## config.mk

```make
export PLATFORM = sky130hd
export DESIGN_NAME = match_scheduler
export DESIGN_NICKNAME = d
export VERILOG_FILES = /design/src/rtl/match_scheduler.sv
export SDC_FILE = /design/constraint.sdc
export NUM_CORES = 1
export LEC_CHECK = 0
export CAP_MARGIN = 10
export CORE_ASPECT_RATIO = 0.7
export CORE_MARGIN = 10
export CORE_UTILIZATION = 30
export CTS_CLUSTER_SIZE = 12
export DETAILED_ROUTE_END_ITERATION = 10
export GPL_TIMING_DRIVEN = 0
export PLACE_DENSITY_LB_ADDON = 0.1
export REMOVE_ABC_BUFFERS = 1
export SLEW_MARGIN = 30
export SYNTH_ARGS = -nofsm -noshare
export SYNTH_HDL_FRONTEND = slang
export SYNTH_SLANG_ARGS = --single-unit
```

## constraint.sdc

```tcl
create_clock -name clock -period 5.9 [get_ports clock]
set_input_delay 1.18 -clock clock [delete_from_list [all_inputs] [get_ports clock]]
set_output_delay 1.18 -clock clock [all_outputs]
set_load 0.03 [all_outputs]
```

## src/rtl/match_scheduler.sv

```systemverilog
// Best-of-ROUNDS turn/round sequencer: pulses the game core reset, times turns, keeps score.
// Outputs settle one edge after the triggering input (timeout is same-cycle); no backpressure, inputs sampled every cycle.
module match_scheduler #(
    parameter int ROUNDS      = 3,
    parameter int TURN_CYCLES = 50000000
) (
    input  logic       clock,
    input  logic       reset,
    input  logic       start,
    input  logic       p1_win,
    input  logic       p2_win,
    input  logic       guess_ev,
    output logic       game_reset,
    output logic       turn_owner,
    output logic       timeout,
    output logic [2:0] score1,
    output logic [2:0] score2,
    output logic [2:0] round_cnt,
    output logic       match_over,
    output logic [1:0] match_winner
);

    localparam int              TW         = (TURN_CYCLES > 2) ? $clog2(TURN_CYCLES) : 1;
    localparam logic [TW-1:0]   T_LAST     = TW'(TURN_CYCLES - 1);
    localparam logic [2:0]      MAJORITY   = 3'(ROUNDS / 2);
    localparam logic [2:0]      LAST_ROUND = 3'(ROUNDS - 1);

    typedef enum logic [2:0] {
        IDLE      = 3'd0,
        CORE_RST  = 3'd1,
        PLAY      = 3'd2,
        ROUND_END = 3'd3,
        DONE      = 3'd4
    } state_t;

    state_t          state;
    state_t          state_nxt;
    logic            rst_phase;
    logic [TW-1:0]   timer;
    logic            any_win;
    logic            turn_end;

    always_ff @(posedge clock or posedge reset) begin
        if (reset) begin
            state <= IDLE;
        end else begin
            state <= state_nxt;
        end
    end

    always_comb begin
        state_nxt    = state;
        game_reset   = 1'b0;
        timeout      = 1'b0;
        match_over   = 1'b0;
        match_winner = 2'b00;
        turn_end     = 1'b0;
        any_win      = p1_win | p2_win;
        case (state)
            IDLE: begin
                if (start) state_nxt = CORE_RST;
            end
            CORE_RST: begin
                game_reset = 1'b1;
                if (rst_phase) state_nxt = PLAY;
            end
            PLAY: begin
                // A win outranks a guess, and a guess outranks turn expiry.
                if (any_win) begin
                    state_nxt = ROUND_END;
                end else if (guess_ev) begin
                    turn_end = 1'b1;
                end else if (timer == T_LAST) begin
                    turn_end = 1'b1;
                    timeout  = 1'b1;
                end
            end
            ROUND_END: begin
                if (score1 > MAJORITY || score2 > MAJORITY || round_cnt == LAST_ROUND)
                    state_nxt = DONE;
                else
                    state_nxt = CORE_RST;
            end
            DONE: begin
                match_over = 1'b1;
                if (score1 > score2)      match_winner = 2'b01;
                else if (score2 > score1) match_winner = 2'b10;
                else                      match_winner = 2'b11;
                if (start) state_nxt = CORE_RST;
            end
            default: state_nxt = IDLE;
        endcase
    end

    always_ff @(posedge clock or posedge reset) begin
        if (reset) begin
            rst_phase  <= 1'b0;
            timer      <= '0;
            turn_owner <= 1'b0;
            score1     <= 3'd0;
            score2     <= 3'd0;
            round_cnt  <= 3'd0;
        end else begin
            // Second CORE_RST cycle is marked by rst_phase; it is zero on every entry.
            rst_phase <= (state == CORE_RST) && !rst_phase;
            case (state)
                IDLE, DONE: begin
                    if (start) begin
                        score1     <= 3'd0;
                        score2     <= 3'd0;
                        round_cnt  <= 3'd0;
                        turn_owner <= 1'b0;
                    end
                end
                CORE_RST: begin
                    timer      <= '0;
                    turn_owner <= 1'b0;
                end
                PLAY: begin
                    if (any_win) begin
                        timer <= '0;
                        if (p1_win && !p2_win && score1 != 3'd7) score1 <= score1 + 3'd1;
                        if (p2_win && !p1_win && score2 != 3'd7) score2 <= score2 + 3'd1;
                    end else if (turn_end) begin
                        timer      <= '0;
                        turn_owner <= ~turn_owner;
                    end else begin
                        timer <= timer + 1'b1;
                    end
                end
                ROUND_END: begin
                    if (round_cnt != 3'd7) round_cnt <= round_cnt + 3'd1;
                    if (state_nxt == CORE_RST) turn_owner <= 1'b0;
                end
                default: ;
            endcase
        end
    end

endmodule

```

**Word level (Yosys, flattened, before mapping)**

Cells that the tools add are included.

- Add/subtract/negate cells: 4
- Order comparisons: 4
- Reductions and logical operators: 20
- Equal/unequal tests: 18
- Mux-type cells: 34
- Bitwise operators: 2

Operators by type and width:

| cell | count |
|---|---|
| 2-to-1 mux 26 bit | 2 |
| case mux 26 bit (2 select lines) | 1 |
| 2-to-1 mux 3 bit | 10 |
| adder 26 x 1 -> 26 bit (second input constant) | 1 |
| == test 26 bit (second input constant) | 1 |
| case mux 3 bit (2 select lines) | 3 |
| 2-to-1 mux 1 bit | 14 |
| != test 2 bit (second input constant) | 7 |
| case mux 3 bit (4 select lines) | 1 |
| adder 3 x 1 -> 3 bit (second input constant) | 3 |
| == test 3 x 2 -> 1 bit (second input constant) | 3 |
| != test 3 bit (second input constant) | 3 |
| AND reduction 4 bit | 2 |
| == test 3 x 1 -> 1 bit (second input constant) | 2 |
| greater-than comparator 3 x 1 -> 1 bit (second input constant) | 2 |
| greater-than comparator 3 bit | 2 |
| nonzero test 2 bit | 3 |
| logical AND 1 bit | 5 |
| AND reduction 5 bit | 1 |
| 2-to-1 mux 2 bit | 2 |
| case mux 1 bit (4 select lines) | 1 |
| nonzero test 4 bit | 1 |
| == test 3 bit (second input constant) | 1 |
| logical NOT 1 bit | 3 |
| 7 further kinds | 8 |

- Bits of input ports: 6
- Bits in registers: 40

**Depth between registers and ports, before layout**

Gate-level depths: netlist of run 1.

- Depth after elaboration: 8
- Mapped depth: 7

**Worst setup path after synthesis of run 1**

OpenSTA, ideal clock, no wires.

- Kind: input-to-output
- Start point: input p2_win
- End point: output timeout
- Stages on the path: 3
- Setup slack: 2.755 ns
- Arrival time: 1.965 ns
- Path through: nor2_1 > nand3b_1 > nor2_1

- Word-level cells in the longest chain between the ends: 3

RTL lines:

| element | line | RTL |
|---|---|---|
| from (decl) | 11 | `input logic p2_win,` |
| OR 1 bit | 58 | `any_win = p1_win \| p2_win;` |
| 2-to-1 mux 1 bit | 69 | `if (any_win) begin` |
| 2-to-1 mux 1 bit | 59 | `case (state)` |
| to (decl) | 15 | `output logic timeout,` |

No other way between the ends.

**Final worst setup path of run 1**

Ends and elaborated chain as after synthesis.

==> key figures, run 1 <==
Status
  – Status: complete, no violations

Logic synthesis
  – FF+latch count, synth: 40
  – Number of flops mapped to enable cells by yosys: 0
  – Most frequent cell after synthesis: dfrtp_1
  – Synth Flop Type: dfrtp_1
  – Seq/Total Area, Yosys: 43.7%
  – Syn. warnings: 0
  – Synth top area cells: dfrtp_1, ha_1, xor2_1
  – Commonest cells in the netlist: dfrtp_1, nor2_1, nand3_1
  – Top-area cell type share of the netlist area: 43.7%
  – Area leader, netlist: dfrtp_1
  – Syn_area_per_cell: 9.20 um2
  – Post-synth ARST share: 100%
  – Post-synth cell types: 43
  – Synth Instances: 249
  – Synthesized area: 2290 um2

Cells and area
  – Nets: 291
  – Design Area, Final: 2710 um2
  – Register area: 1000 um2
  – Ratio of cells with drive above 1 in the final layout: 6.59%
  – Area growth, synth to finish: 18.1%
  – Ant. Diodes: 0
  – Multi-input gate area: 1210 um2
  – Fillers: 757
  – Fin cells: 371

Clocking
  – # hold bufs at CTS: 0
  – TritonCTS Buffers: 5
  – Post-CTS resize count: 0
  – H-Tree Depth: 2
  – Clock transition at path regs: 70 ps
  – Latest clock arrival within the worst-skew pair: 280 ps
  – Root Buffer Master: clkbuf_8
  – CTS tree: yes
  – CTS sink count: 40
  – CTS Buffer Depth: 2
  – Setup Buffers After CTS: 0

Hold path
  – Worst hold path depth: 1
  – Type of the tightest min-delay check: flip-flop to flip-flop
  – Worst hold endpoint: rst_phase$_DFF_PP0_
  – HP Start: rst_phase$_DFF_PP0_

STA
  – Final setup margin: 1640 ps
  – Setup TNS Final: 0 ps
  – Max-slew violations: 0
  – Final Hold Viols: 0
  – Worst slew pin tran: 775 ps
  – Fmax: 235 MHz
  – RSZ-0062 raised after global routing: false
  – Setup Skew: 6.40 ps
  – Final worst path period share: 72.2%
  – Min Tclk post-route: 4260 ps
  – Slew Limit Headroom: 48.1%
  – Final setup vio count: 0

Worst setup path
  – CP peak stage delay: 710 ps
  – Crit path capture type: primary output
  – Top cell family by delay on the critical path: buffers and inverters
  – Worst Path Class, Setup: input pin to primary output
  – Worst EP arrival: 3080 ps
  – Critical-path top delay cell: clkdlybuf4s50_1
  – Worst Path Max Fanout: 6
  – Crit-path cells: clkdlybuf4s50_1 -> nor2_1 -> nand3b_1 -> nor2_1 -> clkdlybuf4s50_1
  – Worst setup SP type: input pin
  – Data required, critical path: 4720 ps
  – Worst r2r dst: timer[14]$_DFFE_PP0P_
  – Worst reg2reg path depth: 5
  – R2R setup slack: 3400 ps
  – Worst r2r src: timer[8]$_DFFE_PP0P_
  – WP buf/inv: 2
  – Cell count along the critical path: 5

Place
  – Final GP Congestion: 0.731
  – Placed insts: 363
  – Pre-CTS WS: 1640 ps
  – Post-DP Area: 2620 um2
  – DP HPWL: 4060 um
  – PortBufs: 20

Global routing
  – GRT Util Overall: 9.66%
  – Vias in the first global route: 1,729
  – Initial antenna violation count: 0
  – Largest net degree at the start of global routing: 26
  – First-pass GRT wire length: 9300 um
  – Overflow after GRT: 0

Power
  – PwrDens: 318 nW/um2
  – Pwr Total: 861 uW
  – Leakage power: 1.16 nW
  – VDD IR max: 0.118 mV

Floorplanning
  – Die width: 124 um
  – Die Ht: 93.1 um
  – Die area: 11,600 um2
  – Initial Utilization: 31.2%
  – Io pins: 21
  – CORE AREA: 7350 um2
  – Site Rows: 26

Route
  – First DRT Iteration DRCs: 105
  – DR pass1 iterations: 4
  – Total routed wirelength: 5480 um
  – Residual DRC count: 0
  – Vias per inst: 4.92
  – Drt wl/cell: 14.8 um
  – Vias: 1,824
  – Post-DRT Antenna Nets: 0

Job
  – Max Cap Violations: 0
==> worst max path at each step <==
stage	start	end	slack, ps
4_1_cts	p2_win	timeout	1630
3_3_place_gp	p2_win	timeout	1640
6_report	p2_win	timeout	1640
3_5_place_dp	p2_win	timeout	1640
5_1_grt	p2_win	timeout	1530
2_1_floorplan	p2_win	timeout	2750
==> report_power, final <==
group	switching, mW	internal (mW)	leakage (nW)	total (mW)
Combinational	0.212	0.117	0.558	0.329
Clock	0.0935	0.0955	0.0455	0.189
Sequential	0.0417	0.301	0.552	0.343
==> routing by layer <==
layer  up-vias  GRT usage [%]  share of wire, %
li1        924              -                 -
met1       869           14.3                57
met2        29           13.5                39
met3         2           2.31               3.8
met4         0           2.32              0.57
met5         -              0                 0
==> layout by cell type, fill, tap and decap left out, types with 2 or more instances in the layout <==
master           count
nand2_1             15
and2_1               2
clkbuf_1             2
nand4_1             14
clkdlybuf4s50_1     20
o21bai_1             2
o41ai_1              2
nand3b_1             2
a31oi_1              2
clkbuf_8             6
nand2b_1             2
a22o_1               2
mux2i_1              3
xnor2_1              2
xor2_1              15
a21oi_2              2
a21oi_1              5
o21ai_1              7
or2_2                2
nor4_4               2
nor2_1              33
dfrtp_1             40
nor4_1               2
and3_1               5
nor2b_1              3
o21ai_0             12
or3_1                2
nand3_1             24
ha_1                13
inv_1               14
==> kinds of logic after synthesis <==
family | count (synthesis) | share of synthesized area, %
AND/OR/NAND/NOR | 116 | 27.1
AO/OA/AOI/OAI | 40 | 10.8
flip-flops | 40 | 43.7
buffers and inverters | 20 | 3.50
XOR/XNOR | 17 | 6.50
adder cells (fa/ha/maj) | 13 | 7.10
multiplexers | 3 | 1.31
==> state kept, by name, summed over array words and instances (netlist names) <==
signal and count:
state 3, score2 3, round_cnt 3, rst_phase 1
score1 3, turn_owner 1, timer 26
==> stage by stage <==
step	utilization [%]	hold slack [ps]
floorplan	-	424
finish	36.8	465
detailed placement	35.6	459
global route	36.8	503
CTS	36.8	470
global placement	35.2	457
==> layout make-up <==
type                            instances  share of cell area [%]
Inverter                               15                    2.08
Timing Repair Buffer                   21                    8.14
Tap cell                               98                    4.53
Sequential cell                        40                    37.0
Multi-Input combinational cell        189                    44.9
Clock buffer                            8                    3.33
Power figures use the tool's default switching activity.
==> run 2: changes to the inputs <==
==> constraint.sdc (replaced) <==
create_clock -name clock -period 3.8 [get_ports clock]
set_input_delay 0.76 -clock clock [delete_from_list [all_inputs] [get_ports clock]]
set_output_delay 0.76 -clock clock [all_outputs]
set_load 0.03 [all_outputs]
==> results of run 2 <==
Same layout as run 1 (identical final DEF). Status: complete, no violations.
Among the figures that moved: setup slack after placement 1640 ps -> 378 ps; setup slack after layout 1640 ps -> 326 ps; start point of the critical path p2_win -> timer[8]$_DFFE_PP0P_; register-to-register setup slack 3400 ps -> 1300 ps; total power 0.861 mW -> 1.34 mW; worst IR drop on VDD 0.118 mV -> 0.183 mV
